$ cat src/rtl/bcd_updown_counter_pkg.sv
// Package bcd_pkg: shared BCD digit type, digit range limits and the clamp
// helper used when presetting a digit from an arbitrary nibble.
package bcd_pkg;

    typedef logic [3:0] bcd_digit_t;

    localparam bcd_digit_t BCD_MAX = 4'd9;
    localparam bcd_digit_t BCD_MIN = 4'd0;

    // Non-BCD nibbles (10..15) saturate to 9 so stored digits are always valid.
    function automatic bcd_digit_t bcd_clamp(input bcd_digit_t d);
        return (d > BCD_MAX) ? BCD_MAX : d;
    endfunction

endpackage

$ cat src/rtl/bcd_updown_counter_digit.sv
// Module: bcd_digit_ud
// One BCD digit of the up/down counter. Steps by one in the requested
// direction, wrapping 9->0 going up and 0->9 going down. The parent decides
// when this digit steps (carry/borrow chain and saturation).
// Ports:
//   clk, rst            clock and synchronous active-high reset
//   load, load_digit    synchronous preset; load_digit clamped to 0..9
//   step, up            step request and direction (1 = increment)
//   digit               current digit value
//   at_max, at_min      digit == 9 / digit == 0
module bcd_digit_ud
    import bcd_pkg::*;
(
    input  logic       clk,
    input  logic       rst,
    input  logic       load,
    input  bcd_digit_t load_digit,
    input  logic       step,
    input  logic       up,
    output bcd_digit_t digit,
    output logic       at_max,
    output logic       at_min
);

    always_ff @(posedge clk) begin
        if (rst) begin
            digit <= BCD_MIN;
        end else if (load) begin
            digit <= bcd_clamp(load_digit);
        end else if (step) begin
            if (up) begin
                digit <= at_max ? BCD_MIN : digit + 4'd1;
            end else begin
                digit <= at_min ? BCD_MAX : digit - 4'd1;
            end
        end
    end

    assign at_max = (digit == BCD_MAX);
    assign at_min = (digit == BCD_MIN);

endmodule

$ cat src/rtl/bcd_updown_counter.sv
// Module: bcd_updown_counter
// Multi-digit BCD up/down counter with synchronous load, wrap or saturate at
// the range ends, and registered one-cycle ovf/udf pulses.
// Optional feature: define BCD_CNT_MATCH_EN to enable the match pulse; when
// undefined, match is tied low and match_val is unused.
// Ports:
//   clk, rst     clock and synchronous active-high reset
//   count, up    step request and direction (1 = increment)
//   sat          0 = wrap at range ends, 1 = saturate
//   load         synchronous preset of load_val (wins over count)
//   load_val     BCD preset, digit i at [4i+3:4i]; nibbles >9 clamp to 9
//   match_val    BCD compare value (BCD_CNT_MATCH_EN only)
//   bcd          current count
//   is_zero      combinational bcd == 0
//   ovf, udf     registered pulse: step hit top / bottom of range
//   match        registered pulse: bcd changed to equal match_val
module bcd_updown_counter
    import bcd_pkg::*;
#(
    parameter int DIGITS = 6
) (
    input  logic                clk,
    input  logic                rst,
    input  logic                count,
    input  logic                up,
    input  logic                sat,
    input  logic                load,
    input  logic [DIGITS*4-1:0] load_val,
    input  logic [DIGITS*4-1:0] match_val,
    output logic [DIGITS*4-1:0] bcd,
    output logic                is_zero,
    output logic                ovf,
    output logic                udf,
    output logic                match
);

    logic [DIGITS-1:0] at_max;
    logic [DIGITS-1:0] at_min;
    logic [DIGITS-1:0] step_d;
    logic [DIGITS:0]   carry;
    logic [DIGITS:0]   borrow;
    logic              at_top;
    logic              at_bottom;
    logic              hold;
    logic              do_step;

    // carry[i]: all digits below i are 9; borrow[i]: all digits below i are 0.
    assign carry[0]  = 1'b1;
    assign borrow[0] = 1'b1;

    genvar gi;
    generate
        for (gi = 0; gi < DIGITS; gi++) begin : g_digit
            assign carry[gi+1]  = carry[gi] & at_max[gi];
            assign borrow[gi+1] = borrow[gi] & at_min[gi];
            assign step_d[gi]   = do_step & (up ? carry[gi] : borrow[gi]);

            bcd_digit_ud u_digit (
                .clk        (clk),
                .rst        (rst),
                .load       (load),
                .load_digit (load_val[4*gi +: 4]),
                .step       (step_d[gi]),
                .up         (up),
                .digit      (bcd[4*gi +: 4]),
                .at_max     (at_max[gi]),
                .at_min     (at_min[gi])
            );
        end
    endgenerate

    assign at_top    = carry[DIGITS];
    assign at_bottom = borrow[DIGITS];
    // Saturation suppresses the step entirely at the relevant range end.
    assign hold      = sat & (up ? at_top : at_bottom);
    assign do_step   = count & ~load & ~hold;
    assign is_zero   = at_bottom;

    always_ff @(posedge clk) begin
        if (rst) begin
            ovf <= 1'b0;
            udf <= 1'b0;
        end else begin
            ovf <= count & ~load & up & at_top;
            udf <= count & ~load & ~up & at_bottom;
        end
    end

`ifdef BCD_CNT_MATCH_EN
    // Predict the post-edge value so the pulse lands in the cycle right after
    // bcd takes on match_val.
    logic [DIGITS*4-1:0] bcd_nxt;

    always_comb begin
        bcd_nxt = bcd;
        for (int i = 0; i < DIGITS; i++) begin
            if (load) begin
                bcd_nxt[4*i +: 4] = bcd_clamp(load_val[4*i +: 4]);
            end else if (step_d[i]) begin
                if (up) begin
                    bcd_nxt[4*i +: 4] = at_max[i] ? BCD_MIN : bcd[4*i +: 4] + 4'd1;
                end else begin
                    bcd_nxt[4*i +: 4] = at_min[i] ? BCD_MAX : bcd[4*i +: 4] - 4'd1;
                end
            end
        end
    end

    always_ff @(posedge clk) begin
        if (rst) begin
            match <= 1'b0;
        end else begin
            match <= (bcd_nxt != bcd) && (bcd_nxt == match_val);
        end
    end
`else
    logic unused_match_val;
    assign unused_match_val = ^match_val;
    assign match            = 1'b0;
`endif

endmodule

$ cat config.mk
export PLATFORM = sky130hd
export DESIGN_NAME = bcd_updown_counter
export DESIGN_NICKNAME = d
export VERILOG_FILES = /design/src/rtl/bcd_updown_counter_pkg.sv /design/src/rtl/bcd_updown_counter_digit.sv /design/src/rtl/bcd_updown_counter.sv
export SDC_FILE = /design/constraint.sdc
export NUM_CORES = 1
export LEC_CHECK = 0
export CAP_MARGIN = 20
export CORE_MARGIN = 8
export CORE_UTILIZATION = 43
export CTS_CLUSTER_SIZE = 12
export DETAILED_ROUTE_END_ITERATION = 6
export GPL_TIMING_DRIVEN = 0
export PLACE_DENSITY = 0.85
export SLEW_MARGIN = 20
export SYNTH_ARGS = -nofsm -noshare
export SYNTH_HDL_FRONTEND = slang
export SYNTH_SLANG_ARGS = --single-unit
$ cat constraint.sdc
create_clock -name clk -period 1.9 [get_ports clk]
set_input_delay 0.475 -clock clk [delete_from_list [all_inputs] [get_ports clk]]
set_output_delay 0.475 -clock clk [all_outputs]
set_load 0.005 [all_outputs]
==> results of run 1 <==
==> final timing paths <==
check	end	cells after the start	startpoint	slack, ns
hold / removal	g_digit[1].u_digit.digit[1]	2	g_digit[1].u_digit.digit[1]	0.59
setup / recovery	g_digit[1].u_digit.digit[0]	10	g_digit[2].u_digit.digit[1]	-0.46
setup reg to reg	g_digit[1].u_digit.digit[0]	10	g_digit[2].u_digit.digit[1]	-0.46
hold reg to reg	g_digit[1].u_digit.digit[1]	2	g_digit[1].u_digit.digit[1]	0.59
==> placed cells by master (no fill, tap or decap), types with 4 or more instances in the layout <==
cell type | Yosys | layout
a211oi_1 | 13 | 10
a21oi_1 | 16 | 16
a31oi_1 | 5 | 5
and3_1 | 6 | 6
buf_2 | 5 | 5
buf_4 | 2 | 18
buf_6 | 5 | 7
clkbuf_1 | 17 | 10
clkbuf_2 | 0 | 4
clkbuf_8 | 5 | 8
clkdlybuf4s50_1 | 0 | 53
dfxtp_1 | 26 | 13
dfxtp_2 | 0 | 7
dfxtp_4 | 0 | 6
inv_1 | 10 | 9
mux2i_1 | 6 | 6
nand2_1 | 30 | 30
nand2b_1 | 5 | 5
nand3_1 | 10 | 10
nand3b_1 | 5 | 5
nor2_1 | 31 | 29
nor3_1 | 15 | 14
nor4_1 | 9 | 7
nor4_4 | 3 | 5
o21a_1 | 6 | 6
o21ai_0 | 23 | 22
o22ai_1 | 4 | 4
or3_1 | 5 | 5
xnor2_1 | 4 | 4
xor2_1 | 5 | 5
==> layout make-up <==
class	count	share of cell area, %
Inverter	10	1.043
Buffer	31	6.257
Tap cell	75	2.607
Timing Repair Buffer	76	19.95
Sequential cell	26	15.33
Multi-Input combinational cell	267	52.83
Clock buffer	3	1.147
Clock inverter	1	0.8342
==> worst max-delay path: stages, from the launching register on <==
cell     delay [ns]
dfxtp_2        0.35
buf_8          0.12
nor4_4         0.27
buf_4          0.19
nand4_4        0.12
buf_6          0.16
o41a_4         0.41
o22ai_4        0.25
buf_4          0.17
o21ai_1        0.06
a31oi_1        0.18
==> per-layer routing <==
metal  GRT usage, %  vias up  share of wire (%)
li1               -     1413                  -
met1          24.30     1426                 41
met2          30.53      200                 47
met3          3.205       40                9.1
met4          9.262        0                3.7
met5              0        -                  0
==> state kept, by name, indices dropped and copies added (netlist names) <==
name                   flops
udf                        1
ovf                        1
g_digit.u_digit.digit     24
==> power groups by stage <==
stage               clock network (W)  registers, W  logic (W)
floorplan                           0      0.000651   0.000521
global placement                    0      0.000656   0.000772
detailed placement                  0      0.000657   0.000795
CTS                          0.000483      0.000661   0.000828
global route                 0.000518      0.000671   0.000953
finish                       0.000481      0.000663   0.000888
==> stage by stage <==
stage                     area (um2)  instances
after CTS                       3495        480
after detailed placement        3279        469
after global routing            3600        489
final                           3600        489
after global placement          3279        469
after floorplan                 2625        338
==> cells by family after synthesis <==
| logic type | Yosys count | share of synthesized area (%) |
|---|---|---|
| AND/OR/NAND/NOR | 143 | 32.12 |
| AO/OA/AOI/OAI | 108 | 31.14 |
| buffers and inverters | 45 | 10.74 |
| flip-flops | 26 | 20.40 |
| XOR/XNOR | 9 | 3.090 |
| multiplexers | 6 | 2.354 |
| other | 1 | 0.1470 |
==> repair_timing <==
item                                    4_1_cts  5_1_grt
buffers inserted                             11        9
endpoints found under the setup margin       27       25
pin swaps                                    11       10
hold buffers                                  0        0
resized for setup                            41       12
==> impl_metrics.yaml, run 1 <==
run_status:
  outcome: "finished, violations left"
  violations: "negative setup slack"
clock_tree:
  root_buffer: "clkbuf_8"
  cts_inserted_buffers: 3
  cts_tree: "yes"
  path_clk_slew_ns: 0.10
  clock_sinks: 26
  cts_max_level: 1
  insertion_delay_ns: 0.28
  clock_path_buffers: 2
yosys:
  synth_largest_area_cell: "dfxtp_1"
  synthFlopType: "dfxtp_1"
  syn_inst: 338
  synthArstFlopShare_pct: 0
  ys_top_cells_by_count: "nor2_1, nand2_1, dfxtp_1"
  syn_avg_cell_area_um2: 7.548
  synth_most_common_cell: "nor2_1"
  netlist.area_leader.share_pct: 20.40
  yosys-top-cells-area: "dfxtp_1, nor2_1, o21ai_0"
  ys_warn_count: 0
  synth_cell_types: 69
  syn_nets: 392
  synth_seq_cells: 26
  synth_seq_area_share_pct: 20.40
  netlist_area_mm2: 0.002551
  synth_edf_count: 0
sta:
  finalHoldWorstSlack_ns: 0.5866
  period_share_pct: 124.2
  fmax_mhz: 423.9
  finClkSkew_ns: 0.006654
  min_period_ns: 2.359
  setup_viol: 25
  maxSlewViolCount: 0
  rsz0062_at_grt: "yes"
  finalHoldViolCount: 0
  worst_slew_pin_slew_ns: 0.6661
  layout_setup_ws_ns: -0.4593
  fin_setup_tns_ns: -8.186
  slew_headroom_pct: 55.59
floorplanning:
  die_w_um: 93.03
  die_area_mm2: 0.008654
  core_area_mm2: 0.005816
  fp.dieH_um: 93.03
  initial_utilization_pct: 43.87
  rows: 28
  io_pins: 82
pwr:
  seqPwrFrac_pct: 32.6
  p_int_w: 0.001313
  leakagePower_nw: 1.330
  p_per_area_mw_per_mm2: 564.3
  vdd_ir_drop_max_mv: 0.3655
  sw_frac_of_total_pct: 35.38
  switchingPower_w: 0.0007188
  pwr-share-clk_pct: 23.7
  power_w: 0.002031
  comb_power_share_pct: 43.7
drt:
  drc_errors: 0
  routed_wirelength_um: 8834
  initialDrtViolationCount: 353
  vias: 3079
  drt-pass1-iter-count: 6
  avgRoutedWirePerCell_um: 18.07
  via_per_inst: 6.297
  final_antenna_net_count: 0
finish:
  seqCellArea_um2: 551.8
  drive_above_1_share_pct: 23.19
  n_fill_cell: 511
  antenna-diode-count: 0
  nets: 469
  syn2layout_area_growth_pct: 41.10
  multi_input_area_mm2: 0.001902
  utilization_pct: 61.90
placed_design:
  io_buffers: 56
  post-place-ws_ns: -1.058
  gp_congestion: 0.9411
  hpwl_um: 6025
setup_path:
  critPathMaxFanout: 8
  crit_type: "flop to flop"
  arrival_ns: 2.57
  cp.required_ns: 2.11
  start_kind: "flop"
  critPathCaptureType: "flop"
worst_hold_path:
  hold_path.class: "flop to flop"
global_routing:
  grt_pass1_wl_um: 13590
  track_usage_pct: 19.09
  grt-ovfl-total: 0
  antenna_found_initial: 0
  grt_pass1_vias: 2730
  grt_max_degree: 16
job:
  cap_violations: 0
No activity file was read; power rests on OpenSTA's default activity.
==> inputs of run 2 (changes only) <==
CORE_UTILIZATION = 51   (was 43)
PLACE_DENSITY = 0.95   (was 0.85)
clock period = 2.9 ns   (was 1.9 ns; I/O delays follow)
==> impl_metrics.yaml, run 2 (synthesized netlist as in run 1, its figures left out) <==
run_status:
  outcome: "complete, no violations"
floorplanning:
  core_area_mm2: 0.004786
  die_w_um: 86.73
  fp.dieH_um: 86.73
  rows: 25
  die_area_mm2: 0.007521
  initial_utilization_pct: 53.31
  io_pins: 82
global_routing:
  track_usage_pct: 20.96
  grt_pass1_vias: 2706
  grt_max_degree: 14
  grt-ovfl-total: 0
  antenna_found_initial: 0
  grt_pass1_wl_um: 13030
placed_design:
  dp_cells: 461
  gp_congestion: 0.9744
  hpwl_um: 5836
  io_buffers: 56
sta:
  fin_setup_tns_ns: 0
  worst_slew_pin_slew_ns: 0.6394
  finalHoldWorstSlack_ns: 0.6459
  period_share_pct: 98.03
  maxSlewViolCount: 0
  finalHoldViolCount: 0
  finClkSkew_ns: 0.002874
  slew_headroom_pct: 57.37
  fmax_mhz: 351.8
  min_period_ns: 2.843
  setup_viol: 0
clock_tree:
  path_clk_slew_ns: 0.10
  clock_path_buffers: 2
  cts_hold_buffers: 0
  cts_tree: "yes"
  insertion_delay_ns: 0.28
  cts_inserted_buffers: 3
  cts_max_level: 1
  root_buffer: "clkbuf_8"
  clock_sinks: 26
setup_path:
  start_kind: "flop"
  critPathMaxFanout: 7
  timing.rr.start: "g_digit[2].u_digit.digit[3]"
  reg2reg_depth: 6
  arrival_ns: 2.12
  critPathCaptureType: "primary output"
  crit_path_end: "is_zero"
  r2r-end: "g_digit[5].u_digit.digit[0]"
  critical_path.startpoint: "g_digit[1].u_digit.digit[2]"
  slowest_delay_ns: 0.54
  cp_cell_sequence: "buf_4 > nor4_4 > nand4_4 > nor3_2 > clkdlybuf4s50_1"
  reg2reg_slack_ns: 0.45
  cp.required_ns: 2.17
  slowest_stage: "clkdlybuf4s50_1"
  crit_type: "flop to primary output"
finish:
  fin_cells: 465
  mostFrequentLayoutCells: "clkdlybuf4s50_1, nor2_1, nand2_1, dfxtp_1, o21ai_0"
  nets: 454
  n_fill_cell: 367
  regMostFlops: "g_digit.u_digit.digit"
  largest_reg_flops: 24
  syn2layout_area_growth_pct: 29.08
  antenna-diode-count: 0
  drive_above_1_share_pct: 12.31
  utilization_pct: 68.81
  seqCellArea_um2: 520.5
  layout_commonest_cell: "clkdlybuf4s50_1"
  multi_input_area_mm2: 0.001797
  reg.largest.list: "g_digit.u_digit.digit x24, ovf x1, udf x1"
drt:
  via_per_inst: 6.314
  drt-pass1-iter-count: 5
  vias: 2936
  avgRoutedWirePerCell_um: 17.31
  drc_errors: 0
  routed_wirelength_um: 8048
  initialDrtViolationCount: 217
  final_antenna_net_count: 0
pwr:
  vdd_ir_drop_max_mv: 0.2108
  p_per_area_mw_per_mm2: 357.2
  leakagePower_nw: 1.169
job:
  cap_violations: 0
worst_hold_path:
  hp-start: "g_digit[0].u_digit.digit[2]"
  hold_path.class: "flop to flop"
[run 2: area by class of cell]
| class | count | share of cell area [%] |
|---|---|---|
| sequential | 26 | 15.81 |
| tap | 67 | 2.546 |
| clock buffer | 3 | 1.254 |
| multi-input combinational | 267 | 54.56 |
| timing repair buffer | 57 | 17.25 |
| inverter | 10 | 1.140 |
| buffer | 35 | 7.447 |
[run 2: worst min path at each step]
stage	end	slack, ns	cells after the start
finish	g_digit[0].u_digit.digit[2]	0.65	3
global route	g_digit[0].u_digit.digit[2]	0.69	3
CTS	g_digit[3].u_digit.digit[2]	0.64	3
detailed placement	g_digit[0].u_digit.digit[2]	0.62	3
global placement	g_digit[3].u_digit.digit[2]	0.62	3
floorplan	g_digit[3].u_digit.digit[2]	0.60	3
[run 2: per-stage QoR]
| stage | area (um2) | total power, W | worst slack (ns) |
|---|---|---|---|
| global placement | 3196 | 0.0009172 | -0.4236 |
| floorplan | 2551 | 0.0007511 | 0.7288 |
| global route | 3293 | 0.001246 | -0.04303 |
| detailed placement | 3196 | 0.0009304 | -0.4228 |
| finish | 3293 | 0.001176 | 0.05715 |
| CTS | 3251 | 0.001151 | 0.009043 |
[run 2: layer usage]
metal | track usage (%) | wire length (um)
met1 | 25.71 | 3314
met2 | 35.56 | 3822
met3 | 3.025 | 671
met4 | 8.451 | 240
met5 | 0 | 0
[run 2: power by group]
part	internal, W	total [W]	switching [W]	leakage [nW]
registers	0.000386	0.000420	0.0000339	0.215
logic	0.000258	0.000535	0.000277	0.933
clock network	0.0000936	0.000221	0.000127	0.0216
total	0.000738	0.00118	0.000438	1.17
[run 2: worst max-delay path, delay by kind of cell (launching register included)]
family | cells | cell delay (ns)
buf+inv | 2 | 0.70
flops | 1 | 0.32
simple gates | 3 | 0.81
[run 2: timing repair]
action,4_1_cts,5_1_grt
resized for setup,3,12
cloned,0,0
pin swaps,0,1
setup endpoints to repair,5,13
setup buffers,0,1
==> inputs of run 3 (changes only) <==
CORE_UTILIZATION = 38   (was 51)
PLACE_DENSITY = 0.8   (was 0.95)
==> impl_metrics.yaml, run 3 (synthesized netlist as in run 1, its figures left out) <==
run_status:
  outcome: "complete, no violations"
setup_path:
  reg2reg_depth: 8
  critPathMaxFanout: 7
  crit_type: "flop to primary output"
  critPathCaptureType: "primary output"
  arrival_ns: 2.09
  start_kind: "flop"
  cp.required_ns: 2.17
worst_hold_path:
  whs_path_depth: 3
  hold_path.class: "flop to flop"
drt:
  via_per_inst: 5.917
  final_antenna_net_count: 0
  vias: 2858
  routed_wirelength_um: 8236
  initialDrtViolationCount: 165
  drc_errors: 0
  avgRoutedWirePerCell_um: 17.05
  drt-pass1-iter-count: 4
finish:
  antenna-diode-count: 0
  reg.largest.list: "g_digit.u_digit.digit x24, ovf x1, udf x1"
  syn2layout_area_growth_pct: 31.98
  nets: 458
  largest_reg_flops: 24
  seqCellArea_um2: 520.5
  drive_above_1_share_pct: 13.40
  regMostFlops: "g_digit.u_digit.digit"
  fin_cells: 483
  layout_commonest_cell: "clkdlybuf4s50_1"
  mostFrequentLayoutCells: "clkdlybuf4s50_1, nor2_1, nand2_1, dfxtp_1, o21ai_0"
  n_fill_cell: 649
  multi_input_area_mm2: 0.001794
clock_tree:
  insertion_delay_ns: 0.29
  cts_hold_buffers: 0
  cts_max_level: 1
  path_clk_slew_ns: 0.11
  clock_sinks: 26
  clock_path_buffers: 2
  cts_tree: "yes"
  root_buffer: "clkbuf_8"
  cts_inserted_buffers: 3
floorplanning:
  initial_utilization_pct: 38.40
  rows: 30
  io_pins: 82
  die_w_um: 97.94
  fp.dieH_um: 97.94
  core_area_mm2: 0.006644
  die_area_mm2: 0.009591
sta:
  min_period_ns: 2.815
  fmax_mhz: 355.2
  maxSlewViolCount: 0
  layout_setup_ws_ns: 0.08502
  period_share_pct: 97.07
  fin_setup_tns_ns: 0
  slew_headroom_pct: 55.09
  worst_slew_pin_slew_ns: 0.6737
  finClkSkew_ns: 0.007842
  finalHoldViolCount: 0
  setup_viol: 0
placed_design:
  post-place-ws_ns: -0.4576
  io_buffers: 56
  hpwl_um: 6010
  gp_congestion: 0.9721
  dp_cells: 474
global_routing:
  antenna_found_initial: 0
  grt_pass1_wl_um: 12940
  track_usage_pct: 16.24
  grt_pass1_vias: 2626
  grt-ovfl-total: 0
  grt_max_degree: 16
pwr:
  p_per_area_mw_per_mm2: 382.8
  vdd_ir_drop_max_mv: 0.2111
  leakagePower_nw: 1.202
job:
  cap_violations: 0
==> run 3: cell count changes in the layout (fill, tap and decap cells not counted) <==
cell,before,now
nor4_2,1,2
bufinv_16,0,1
nor3_2,1,0
o311ai_0,1,2
nor3_4,0,1
nor4_4,4,3
o311ai_1,1,0
buf_4,3,7
==> run 3: area by class of cell <==
type	count	share of cell area (%)
timing repair buffer	61	17.76
inverter	10	1.115
sequential	26	15.46
clock inverter	1	0.8919
clock buffer	3	1.226
multi-input combinational	267	53.29
buffer	35	7.284
tap	80	2.973
==> run 3: final timing paths <==
check	from	to	slack [ns]
hold reg to reg	g_digit[0].u_digit.digit[2]	g_digit[0].u_digit.digit[2]	0.63
hold / removal	g_digit[0].u_digit.digit[2]	g_digit[0].u_digit.digit[2]	0.63
setup / recovery	g_digit[1].u_digit.digit[2]	is_zero	0.09
setup reg to reg	g_digit[1].u_digit.digit[2]	g_digit[2].u_digit.digit[2]	0.32
==> run 3: timing repair <==
action	in CTS	in global routing
setup buffers	0	5
gates resized for setup	4	10
endpoints found under the setup margin	5	11
pin swaps	0	3
gates cloned	0	0
==> run 3: power breakdown <==
| group | switching (W) | internal, W | leakage (nW) |
|---|---|---|---|
| Clock | 0.000140 | 0.000185 | 0.0357 |
| Combinational | 0.000277 | 0.000265 | 0.951 |
| Sequential | 0.0000337 | 0.000386 | 0.215 |
| Total | 0.000452 | 0.000837 | 1.20 |
==> run 3: routing by layer <==
| layer | vias to the layer above | GRT usage [%] | wire [um] |
|---|---|---|---|
| met5 | - | 0 | 0 |
| met4 | 0 | 5.036 | 161 |
| met3 | 17 | 4.552 | 626 |
| met2 | 120 | 27.13 | 3939 |
| met1 | 1326 | 19.59 | 3508 |
| li1 | 1395 | - | - |
==> run 3: metrics by stage <==
step	hold slack [ns]	util [%]	instance area, um2	power (W)
detailed placement	0.6161	48.34	3212	0.0009329
finish	0.6309	50.68	3367	0.001289
CTS	0.6355	49.74	3304	0.001261
global route	0.6766	50.68	3367	0.001356
floorplan	0.5978	-	2551	0.0007511
global placement	0.6075	48.34	3212	0.0009214
==> run 3: critical path, cell delays in order (launching register included) <==
cell and delay [ns]:
dfxtp_1 0.33, buf_4 0.16, nor4_4 0.41, nand4_4 0.20
nor3_4 0.17, clkdlybuf4s50_1 0.52
